**config.mk**
```make
export PLATFORM = sky130hd
export DESIGN_NAME = lsu_align_flat
export DESIGN_NICKNAME = d
export VERILOG_FILES = /design/src/rtl/lsu_align_if.sv /design/src/rtl/lsu_align.sv /design/src/flat_wrapper.sv
export SDC_FILE = /design/constraint.sdc
export NUM_CORES = 1
export LEC_CHECK = 0
export CORE_UTILIZATION = 46
export CTS_BUF_LIST = sky130_fd_sc_hd__clkbuf_8
export CTS_CLUSTER_DIAMETER = 200
export DETAILED_ROUTE_END_ITERATION = 12
export GPL_TIMING_DRIVEN = 0
export PLACE_DENSITY = 0.87
export REMOVE_ABC_BUFFERS = 1
export SETUP_SLACK_MARGIN = 0.3
export SKIP_LAST_GASP = 1
export SLEW_MARGIN = 5
export SYNTH_ARGS = -nofsm -noshare
export SYNTH_HDL_FRONTEND = slang
export SYNTH_SLANG_ARGS = --single-unit
```
**constraint.sdc**
```tcl
create_clock -name clk -period 2.45 [get_ports clk]
set_input_delay 0.49 -clock clk [delete_from_list [all_inputs] [get_ports clk]]
set_output_delay 0.49 -clock clk [all_outputs]
set_load 0.02 [all_outputs]
```
**src/rtl/lsu_align_if.sv**
```systemverilog
// Request/response and data-bus signal bundle for lsu_align.
// slave = the alignment unit, master = execute stage plus bus fabric.
interface lsu_align_if #(
    parameter int XLEN   = 32,
    parameter int ADDR_W = 32
);
    localparam int NB = XLEN / 8;

    logic              req_valid;
    logic              req_ready;
    logic              req_wr;
    logic [ADDR_W-1:0] req_addr;
    logic [1:0]        req_size;
    logic              req_signed;
    logic [XLEN-1:0]   req_wdata;
    logic              resp_valid;
    logic              resp_err;
    logic [XLEN-1:0]   resp_rdata;
    logic              bus_valid;
    logic              bus_ready;
    logic              bus_wr;
    logic [ADDR_W-1:0] bus_addr;
    logic [NB-1:0]     bus_wstrb;
    logic [XLEN-1:0]   bus_wdata;
    logic              bus_rvalid;
    logic [XLEN-1:0]   bus_rdata;

    modport slave (
        input  req_valid, req_wr, req_addr, req_size, req_signed, req_wdata,
        input  bus_ready, bus_rvalid, bus_rdata,
        output req_ready, resp_valid, resp_err, resp_rdata,
        output bus_valid, bus_wr, bus_addr, bus_wstrb, bus_wdata
    );

    modport master (
        output req_valid, req_wr, req_addr, req_size, req_signed, req_wdata,
        output bus_ready, bus_rvalid, bus_rdata,
        input  req_ready, resp_valid, resp_err, resp_rdata,
        input  bus_valid, bus_wr, bus_addr, bus_wstrb, bus_wdata
    );
endinterface

```
**src/rtl/lsu_align.sv**
```systemverilog
// Load/store alignment unit: one access per request, aligned bus beats with strobes, load merge/extend.
// Optional macro LSU_MISALIGN_SPLIT_EN: split word-crossing accesses into two beats (else they error).
module lsu_align #(
    parameter int XLEN   = 32,
    parameter int ADDR_W = 32
) (
    input logic        clk,
    input logic        rst_n,
    lsu_align_if.slave io
);
    localparam int NB = XLEN / 8;
    localparam int OB = $clog2(NB);

    typedef enum logic [2:0] {
        S_IDLE = 3'd0,
        S_B0   = 3'd1,
        S_R0   = 3'd2,
        S_B1   = 3'd3,
        S_R1   = 3'd4,
        S_RESP = 3'd5
    } state_t;

    state_t            r_state;
    state_t            w_next;
    logic              r_wr;
    logic              r_signed;
    logic              r_err;
    logic [ADDR_W-1:0] r_addr;
    logic [1:0]        r_size;
    logic [XLEN-1:0]   r_wdata;
    logic [XLEN-1:0]   r_rdata0;
`ifdef LSU_MISALIGN_SPLIT_EN
    logic              r_cross;
    logic [XLEN-1:0]   r_rdata1;
    logic [2*NB-1:0]   w_strb2;
    logic [2*XLEN-1:0] w_wdata2;
`else
    logic [NB-1:0]     w_strb0;
    logic [XLEN-1:0]   w_wdata0;
`endif

    logic              w_accept;
    logic [OB-1:0]     w_req_off;
    logic [4:0]        w_req_bytes;
    logic              w_req_cross;
    logic              w_req_illegal;
    logic              w_req_err;
    logic [OB-1:0]     w_off;
    logic [OB+2:0]     w_shift;
    logic [ADDR_W-1:0] w_base;
    logic [NB-1:0]     w_mask;
    logic [XLEN-1:0]   w_shifted;
    logic [XLEN-1:0]   w_merged;

    function automatic logic [NB-1:0] f_byte_mask(input logic [1:0] size);
        logic [NB-1:0] m;
        for (int i = 0; i < NB; i++) begin
            m[i] = (i < (1 << size));
        end
        return m;
    endfunction

    // Zero (or sign-fill) every byte above the access size.
    function automatic logic [XLEN-1:0] f_extend(input logic [XLEN-1:0] t,
                                                 input logic [1:0]      size,
                                                 input logic            sgn);
        logic [XLEN-1:0] res;
        logic [NB-1:0]   m;
        logic            sb;
        m = f_byte_mask(size);
        case (size)
            2'd0:    sb = t[7];
            2'd1:    sb = t[15];
            2'd2:    sb = t[31];
            default: sb = t[XLEN-1];
        endcase
        for (int i = 0; i < NB; i++) begin
            res[8*i +: 8] = m[i] ? t[8*i +: 8] : {8{sgn & sb}};
        end
        return res;
    endfunction

    assign w_accept      = io.req_valid && (r_state == S_IDLE);
    assign w_req_off     = io.req_addr[OB-1:0];
    assign w_req_bytes   = 5'd1 << io.req_size;
    assign w_req_cross   = (5'(w_req_off) + w_req_bytes) > 5'(NB);
    assign w_req_illegal = {1'b0, io.req_size} > 3'(OB);
`ifdef LSU_MISALIGN_SPLIT_EN
    assign w_req_err     = w_req_illegal;
`else
    assign w_req_err     = w_req_illegal || w_req_cross;
`endif

    assign w_off   = r_addr[OB-1:0];
    assign w_shift = {w_off, 3'b000};
    assign w_base  = {r_addr[ADDR_W-1:OB], {OB{1'b0}}};
    assign w_mask  = f_byte_mask(r_size);
`ifdef LSU_MISALIGN_SPLIT_EN
    assign w_strb2   = {{NB{1'b0}}, w_mask} << w_off;
    assign w_wdata2  = {{XLEN{1'b0}}, r_wdata} << w_shift;
    assign w_shifted = XLEN'({r_rdata1, r_rdata0} >> w_shift);
`else
    assign w_strb0   = w_mask << w_off;
    assign w_wdata0  = r_wdata << w_shift;
    assign w_shifted = r_rdata0 >> w_shift;
`endif
    assign w_merged = f_extend(w_shifted, r_size, r_signed);

    // State register.
    always_ff @(posedge clk or negedge rst_n) begin
        if (!rst_n) begin
            r_state <= S_IDLE;
        end else begin
            r_state <= w_next;
        end
    end

    // Next-state logic.
    always_comb begin
        w_next = r_state;
        case (r_state)
            S_IDLE: begin
                if (w_accept) w_next = w_req_err ? S_RESP : S_B0;
                else          w_next = S_IDLE;
            end
            S_B0: begin
                if (!io.bus_ready) w_next = S_B0;
                else if (!r_wr)    w_next = S_R0;
`ifdef LSU_MISALIGN_SPLIT_EN
                else               w_next = r_cross ? S_B1 : S_RESP;
`else
                else               w_next = S_RESP;
`endif
            end
            S_R0: begin
`ifdef LSU_MISALIGN_SPLIT_EN
                if (io.bus_rvalid) w_next = r_cross ? S_B1 : S_RESP;
`else
                if (io.bus_rvalid) w_next = S_RESP;
`endif
                else               w_next = S_R0;
            end
`ifdef LSU_MISALIGN_SPLIT_EN
            S_B1: begin
                if (!io.bus_ready) w_next = S_B1;
                else               w_next = r_wr ? S_RESP : S_R1;
            end
            S_R1: begin
                if (io.bus_rvalid) w_next = S_RESP;
                else               w_next = S_R1;
            end
`endif
            S_RESP:  w_next = S_IDLE;
            default: w_next = S_IDLE;
        endcase
    end

    // Request latch and read-data capture; stale read data is cleared on every accept.
    always_ff @(posedge clk or negedge rst_n) begin
        if (!rst_n) begin
            r_wr     <= 1'b0;
            r_signed <= 1'b0;
            r_err    <= 1'b0;
            r_addr   <= {ADDR_W{1'b0}};
            r_size   <= 2'd0;
            r_wdata  <= {XLEN{1'b0}};
            r_rdata0 <= {XLEN{1'b0}};
`ifdef LSU_MISALIGN_SPLIT_EN
            r_cross  <= 1'b0;
            r_rdata1 <= {XLEN{1'b0}};
`endif
        end else if (w_accept) begin
            r_wr     <= io.req_wr;
            r_signed <= io.req_signed;
            r_err    <= w_req_err;
            r_addr   <= io.req_addr;
            r_size   <= io.req_size;
            r_wdata  <= io.req_wdata;
            r_rdata0 <= {XLEN{1'b0}};
`ifdef LSU_MISALIGN_SPLIT_EN
            r_cross  <= w_req_cross;
            r_rdata1 <= {XLEN{1'b0}};
`endif
        end else if ((r_state == S_R0) && io.bus_rvalid) begin
            r_rdata0 <= io.bus_rdata;
`ifdef LSU_MISALIGN_SPLIT_EN
        end else if ((r_state == S_R1) && io.bus_rvalid) begin
            r_rdata1 <= io.bus_rdata;
`endif
        end
    end

    // Outputs decoded from state and latched request only, so they hold steady under backpressure.
    always_comb begin
        io.req_ready  = (r_state == S_IDLE);
        io.resp_valid = 1'b0;
        io.resp_err   = 1'b0;
        io.resp_rdata = {XLEN{1'b0}};
        io.bus_valid  = 1'b0;
        io.bus_wr     = 1'b0;
        io.bus_addr   = {ADDR_W{1'b0}};
        io.bus_wstrb  = {NB{1'b0}};
        io.bus_wdata  = {XLEN{1'b0}};
        case (r_state)
            S_B0: begin
                io.bus_valid = 1'b1;
                io.bus_wr    = r_wr;
                io.bus_addr  = w_base;
`ifdef LSU_MISALIGN_SPLIT_EN
                io.bus_wstrb = w_strb2[NB-1:0];
                io.bus_wdata = w_wdata2[XLEN-1:0];
`else
                io.bus_wstrb = w_strb0;
                io.bus_wdata = w_wdata0;
`endif
            end
`ifdef LSU_MISALIGN_SPLIT_EN
            S_B1: begin
                io.bus_valid = 1'b1;
                io.bus_wr    = r_wr;
                io.bus_addr  = w_base + ADDR_W'(NB);
                io.bus_wstrb = w_strb2[2*NB-1:NB];
                io.bus_wdata = w_wdata2[2*XLEN-1:XLEN];
            end
`endif
            S_RESP: begin
                io.resp_valid = 1'b1;
                io.resp_err   = r_err;
                if (r_wr || r_err) io.resp_rdata = {XLEN{1'b0}};
                else               io.resp_rdata = w_merged;
            end
            default: begin
                io.resp_valid = 1'b0;
            end
        endcase
    end
endmodule
```
**src/flat_wrapper.sv**
```systemverilog
// flat-port wrapper written by rule: the top's interface ports become plain ports
module lsu_align_flat 
#(
    parameter int XLEN   = 32,
    parameter int ADDR_W = 32
)
  (clk, rst_n, io_req_valid, io_req_wr, io_req_addr, io_req_size, io_req_signed, io_req_wdata, io_bus_ready, io_bus_rvalid, io_bus_rdata, io_req_ready, io_resp_valid, io_resp_err, io_resp_rdata, io_bus_valid, io_bus_wr, io_bus_addr, io_bus_wstrb, io_bus_wdata);
  lsu_align_if #(.XLEN(XLEN), .ADDR_W(ADDR_W)) io_i ();
  input logic clk;
  input logic rst_n;
  input wire logic [$bits(io_i.req_valid)-1:0] io_req_valid;
  input wire logic [$bits(io_i.req_wr)-1:0] io_req_wr;
  input wire logic [$bits(io_i.req_addr)-1:0] io_req_addr;
  input wire logic [$bits(io_i.req_size)-1:0] io_req_size;
  input wire logic [$bits(io_i.req_signed)-1:0] io_req_signed;
  input wire logic [$bits(io_i.req_wdata)-1:0] io_req_wdata;
  input wire logic [$bits(io_i.bus_ready)-1:0] io_bus_ready;
  input wire logic [$bits(io_i.bus_rvalid)-1:0] io_bus_rvalid;
  input wire logic [$bits(io_i.bus_rdata)-1:0] io_bus_rdata;
  output wire logic [$bits(io_i.req_ready)-1:0] io_req_ready;
  output wire logic [$bits(io_i.resp_valid)-1:0] io_resp_valid;
  output wire logic [$bits(io_i.resp_err)-1:0] io_resp_err;
  output wire logic [$bits(io_i.resp_rdata)-1:0] io_resp_rdata;
  output wire logic [$bits(io_i.bus_valid)-1:0] io_bus_valid;
  output wire logic [$bits(io_i.bus_wr)-1:0] io_bus_wr;
  output wire logic [$bits(io_i.bus_addr)-1:0] io_bus_addr;
  output wire logic [$bits(io_i.bus_wstrb)-1:0] io_bus_wstrb;
  output wire logic [$bits(io_i.bus_wdata)-1:0] io_bus_wdata;
  assign io_i.req_valid = io_req_valid;
  assign io_i.req_wr = io_req_wr;
  assign io_i.req_addr = io_req_addr;
  assign io_i.req_size = io_req_size;
  assign io_i.req_signed = io_req_signed;
  assign io_i.req_wdata = io_req_wdata;
  assign io_i.bus_ready = io_bus_ready;
  assign io_i.bus_rvalid = io_bus_rvalid;
  assign io_i.bus_rdata = io_bus_rdata;
  assign io_req_ready = io_i.req_ready;
  assign io_resp_valid = io_i.resp_valid;
  assign io_resp_err = io_i.resp_err;
  assign io_resp_rdata = io_i.resp_rdata;
  assign io_bus_valid = io_i.bus_valid;
  assign io_bus_wr = io_i.bus_wr;
  assign io_bus_addr = io_i.bus_addr;
  assign io_bus_wstrb = io_i.bus_wstrb;
  assign io_bus_wdata = io_i.bus_wdata;
  lsu_align #(.XLEN(XLEN), .ADDR_W(ADDR_W)) u_core (.clk(clk), .rst_n(rst_n), .io(io_i));
endmodule
```
Word-level counts from Yosys, hierarchy flattened
Cells that the tools add are included.
{"block": "op_classes", "order_cmp": 6, "add_sub_neg": 1, "n_mux": 22, "n_shift": 5, "eq_ne": 4, "n_reduce_logical": 7, "bitwise_logic": 1}
{"cell": "32-bit 2-to-1 mux", "count": 6}
{"cell": "3-bit by 32-bit less-than comparator with 1-bit output (first input constant)", "count": 2}
{"cell": "1-bit by 32-bit less-than comparator with 1-bit output (first input constant)", "count": 1}
{"cell": "2-bit by 32-bit less-than comparator with 1-bit output (first input constant)", "count": 1}
{"cell": "8-bit 2-to-1 mux", "count": 4}
{"cell": "1-bit by 2-bit left shift with 32-bit output (first input constant)", "count": 1}
{"cell": "32-bit by 5-bit left shift with 32-bit output", "count": 1}
{"cell": "32-bit by 5-bit >> shifter with 32-bit output", "count": 1}
{"cell": "3-bit 2-to-1 mux", "count": 5}
{"cell": "3-bit case mux with 3 select lines", "count": 1}
{"cell": "2-bit by 5-bit adder with 5-bit output", "count": 1}
{"cell": "5-bit by 3-bit > comparator with 1-bit output (second input constant)", "count": 1}
{"cell": "1-bit by 2-bit left shift with 5-bit output (first input constant)", "count": 1}
{"cell": "1-bit 2-to-1 mux", "count": 4}
{"cell": "4-bit 2-to-1 mux", "count": 1}
{"cell": "4-bit by 2-bit left shift with 4-bit output", "count": 1}
{"cell": "3-bit by 1-bit == test with 1-bit output (second input constant)", "count": 1}
{"cell": "3-bit by 2-bit == test with 1-bit output (second input constant)", "count": 1}
{"cell": "3-bit == test (second input constant)", "count": 1}
{"cell": "3-bit logical NOT", "count": 1}
{"cell": "2-bit by 1-bit == test with 1-bit output (second input constant)", "count": 1}
{"cell": "2-bit > comparator (second input constant)", "count": 1}
{"cell": "1-bit logical AND", "count": 2}
{"cell": "2-bit logical NOT", "count": 1}
{"cell": "4 further kinds", "count": 5}
{"block": "totals", "input_bits": 105, "out_inout_bits": 105, "elab_cells": 54, "ff_bits": 104}

Logic depth before layout (Yosys ltp)
{"block": "logic_depth", "ltp_word": 7, "depth_mapped": 7, "ltp_nobuf": 7}

Worst setup path before layout
No wires, ideal clock.
{"block": "synth_path", "path_type": "register -> output", "startpoint": "reg u_core.r_state[1]", "endpoint": "out io_resp_rdata[21]", "arrival_time_ns": 1.808, "required_time_ns": 1.960, "path_stages_with_launch": 6, "path_buffers": 2, "setup_slack_ns": 0.152, "path_cell_list": "dfrtp_1 > and3b_1 > buf_2 > o311ai_2 > buf_4 > o32ai_1"}
{"block": "synth_via", "elab_chain_len": 2}
{"item": "start, declared", "line": "lsu_align.sv:23", "text": "state_t r_state;"}
{"item": "start signal, assigned", "line": "lsu_align.sv:114", "text": "r_state <= w_next;"}
{"item": "3-bit == test", "line": "lsu_align.sv:204", "text": "case (r_state)"}
{"item": "32-bit 2-to-1 mux", "line": "lsu_align.sv:204"}
{"item": "end, declared", "line": "flat_wrapper.sv:23", "text": "output wire logic [$bits(io_i.resp_rdata)-1:0] io_resp_rdata;"}
Every way passes these cells.

Worst setup path after layout
{"block": "layout_path", "startpoint": "reg u_core.r_addr[1]", "endpoint": "out io_resp_rdata[31]"}
{"block": "layout_via", "elab_chain_len": 6}
{"item": "start, declared", "line": "lsu_align.sv:28", "text": "logic [ADDR_W-1:0] r_addr;"}
{"item": "start signal, assigned", "line": "lsu_align.sv:164", "text": "r_addr <= {ADDR_W{1'b0}};"}
{"item": "start signal, assigned", "line": "lsu_align.sv:176", "text": "r_addr <= io.req_addr;"}
{"item": "32-bit by 5-bit >> shifter with 32-bit output (*)", "line": "lsu_align.sv:105", "text": "assign w_shifted = r_rdata0 >> w_shift;"}
{"item": "1-bit case mux with 2 select lines", "line": "lsu_align.sv:71", "text": "case (size)"}
{"item": "1-bit bitwise AND", "line": "lsu_align.sv:78", "text": "res[8*i +: 8] = m[i] ? t[8*i +: 8] : {8{sgn & sb}};"}
{"item": "8-bit 2-to-1 mux (*)", "line": "lsu_align.sv:78"}
{"item": "32-bit 2-to-1 mux (*)", "line": "lsu_align.sv:229", "text": "if (r_wr || r_err) io.resp_rdata = {XLEN{1'b0}};"}
{"item": "32-bit 2-to-1 mux (*)", "line": "lsu_align.sv:204"}
Mark *: on every way between the ends. The rest lies on a longest branch, timed or not.

==> results.md <==
- Run status: complete, but fails checks
- Failing checks: negative setup slack
- Register area: ~0.0026 mm²
- Most Used Layer, Global Route: met2
- CTS root buffer: clkbuf_8
- Combinational family with the most area after synthesis: multiplexers
- Num CTS Buffers: 9
- CTS tree: done
- First-pass GRT wire length: 29700 µm
- Vias in the first global route: between 5000 and 6000
- Dpl ws: -1.36 ns
- Seq/Total Area, Yosys: 45.4%
- Core region area: 0.0121 mm²
- Power Dens Cells: between 1000 and 1500 mW/mm²
- Adder-cell share of the synthesized area: less than 1%
- Clk pin slew, worst setup/hold paths: between 0.1 and 0.15 ns
- Critical path arrival: 2.29 ns
- Drt pass-1 iters: 5
- Setup CP Type: register to primary output
- Sink Count: about 100
- Worst path cell trace: buf_4 -> and3b_1 -> a211oi_4 -> buf_6 -> o32ai_1 -> clkdlybuf4s15_2
- Tightest Pin Transition: 0.670 ns
- Syn-to-layout area delta: 72.5%
- Met3 usage in global routing: between 7 and 8%
- Final WL: about 22000 µm
- Nets: 946
- Via count: just under 6000
- Fin. Hold Viols: 0
- F_max: ~360 MHz
- Area of the multi-input gates: ~0.0036 mm²
- Grt ovf: 0
- Clock Path Buffers: 2
- Fin crit period: 2.78 ns
- Delay-heaviest family, CP: buffers and inverters
- Count of hold-fix buffers inserted at cts: 0
- Crit-path max FO: 10
- Simple-Gate Fraction of Synth Area: 15.6%
- Wire length per cell: 21.4 µm
- Critical Path Max Stage Delay: 0.54 ns
- Grt met1 use: 35.3%
- GP Congestion: between 0.8 and 0.9
- Worst Path Buf+Inv: 3
- Worst skew pair latency: 0.39 ns
- Hold WS: 0.0526 ns
- Vias per cell: 5.83
- Post-synthesis cell area: 0.00573 mm²
- RSZ-0062 raised after global routing: yes
- Reg2Reg Setup Slack: around 0.24 ns
- Mux contribution to synthesized area: 19.5%
- Fraction of registers with async set/reset: 100%
- IO Pins: between 200 and 250
- Post-Syn Instances: 562
- Antenna violations before repair: 0
- Period utilization: 113%
- Die area: 0.0129 mm²
- Fillers: 667
- Distinct cells, synth: 41
- Pleak: 4.20 nW
- Number of synthesized flops with an enable pin: 0
- DR iter-0 viols: 493
- # setup viols final: 65
- Clk_skew: 0.00712 ns
- CP required: 1.96 ns
- Die Y: 114 µm
- HPWL Detailed: 10900 µm
- Htree depth: 3
- Post-synthesis xor/xnor area fraction: 0%
- Met2 GRT Util: about 52%
- Slew headroom: 55.3%
- Total GRT Usage: 30.0%
- Antenna diodes: 0
- Synth Area in Compound Gates: between 10 and 15%
- Largest net degree at the start of global routing: 71
- Yosys reg bits: about 100
- VDD IR max: 826 µV
- CP Capture Type: primary output
- Port Buffers: 207
- Hold/Removal Path Class: input port to async pin
- Max-cap violation count: 0
- DR DRC count: 0
- Die width: 114 µm
- Setup crit start kind: register
- Reg2Reg Depth: 4
- CP max stage cell: dfrtp_4
- Syn. warnings: 0
- Proportion of layout cells with a drive suffix above 1: 52.6%
- Row count: 40
- Fin. max-slew vios: 0
- Top FF cell, synth: dfrtp_1
- Stages on worst setup path: 6
- Initial Utilization: 47.5%
- Post-Syn Area per Cell: a little over 10 µm²
- DRT antenna net count: 0
- Final worst slack: -0.330 ns
## worst register-to-register path, cell delays in order, from the launching register on
cell     delay [ns]
dfrtp_2        0.45
buf_4          0.15
buf_4          0.14
or4b_2         0.98
mux2_2         0.38
## kinds of logic (layout without fill, tap and decap cells)
logic type,count (synthesis),in the layout
multiplexers,100,100
flip-flops,104,104
AND/OR/NAND/NOR,179,182
AO/OA/AOI/OAI,112,112
adder cells (fa/ha/maj),3,3
buffers and inverters,63,340
other,1,2
## where the power goes
part	internal [mW]	leakage (nW)	total (mW)	switching, mW
sequential	2.51	1.29	3.28	0.776
clock	0.535	0.102	1.18	0.647
combinational	4.51	2.81	8.75	4.24
## metrics by stage
step | area (µm²) | util (%) | TNS, ns | power, mW | std cells
2_1_floorplan | 5510 | - | -190.38 | 6.27 | 517
3_3_place_gp | 7790 | 64.6 | -783.99 | 8.17 | 892
3_5_place_dp | 7910 | 65.6 | -73.40 | 8.32 | 897
4_1_cts | 9040 | 75.0 | -5.80 | 11.4 | 968
5_1_grt | 9890 | 82.0 | -11.73 | 13.7 | 1011
6_report | 9890 | 82.0 | -8.33 | 13.2 | 1011
## area by class of cell
type / instances / area share [%]
Timing Repair Buffer: 304 / 31.9
Clock inverter: 5 / 0.633
Multi-Input combinational cell: 399 / 36.1
Timing Repair inverter: 3 / 0.367
Clock buffer: 11 / 1.53
Inverter: 17 / 0.898
Tap cell: 168 / 2.13
Sequential cell: 104 / 26.4
## cells in the mapped netlist, drive strengths merged (13+ instances only)
cell type	count	area, µm²
o32ai	16	140
buf	26	150
nand2	86	323
mux2i	15	150
dfrtp	104	2600
mux2	84	946
inv	17	63.8
nor2	13	56.3
a211oi	35	268
nor2b	17	106
o21ai	34	170
and2	40	250
clkbuf	20	75.1
## repair_timing
item,4_1_cts,5_1_grt
resized for setup,637,150
endpoints found under the setup margin,103,104
pin swaps,39,46
setup buffers,50,38
cloned,5,5
hold endpoints to repair,0,0
## cells in the final DEF, fill, tap and decap left out, types with 4 or more instances in the layout
cell,Yosys,layout
mux2i_2,0,6
buf_4,4,75
mux2i_4,0,4
a21oi_1,12,5
mux2i_1,15,5
nor2_4,1,9
clkbuf_8,0,11
buf_2,18,10
dfrtp_1,104,99
buf_12,0,12
nor2b_1,17,7
buf_16,0,4
buf_6,2,84
nor3_4,0,7
nand2_1,86,82
mux2_2,84,82
inv_1,15,15
o32ai_1,16,15
and2_4,0,39
nor2b_2,0,7
buf_8,0,4
a211oi_1,34,12
clkdlybuf4s50_1,0,103
a211oi_2,1,21
clkdlybuf4s15_2,0,4
a21oi_2,0,7
o21ai_0,34,34
a221oi_4,0,4
## metal layers
| metal | part of all wire (%) | wire [µm] |
|---|---|---|
| met4 | 3.3 | 707 |
| met3 | 8.4 | 1830 |
| met5 | 0 | 0 |
| met1 | 38 | 8220 |
| met2 | 50 | 10900 |
## state kept, by name (all words and copies together), names as in the netlist
name and cells:
u_core.r_signed 1, u_core.r_wdata 32, u_core.r_size 2, u_core.r_state 3, u_core.r_err 1, u_core.r_rdata0 32
u_core.r_wr 1, u_core.r_addr 32
## final timing paths
| kind | to | startpoint |
|---|---|---|
| min | u_core.r_wdata[12] | rst_n |
| max reg2reg | u_core.r_wdata[10] | u_core.r_state[2] |
| max | io_resp_rdata[31] | u_core.r_addr[1] |
| max in group asynchronous | u_core.r_addr[0] | rst_n |
| min reg2reg | u_core.r_wdata[26] | u_core.r_wdata[26] |
| min in group clk | u_core.r_wdata[26] | u_core.r_wdata[26] |
Power figures use the tool's default switching activity.
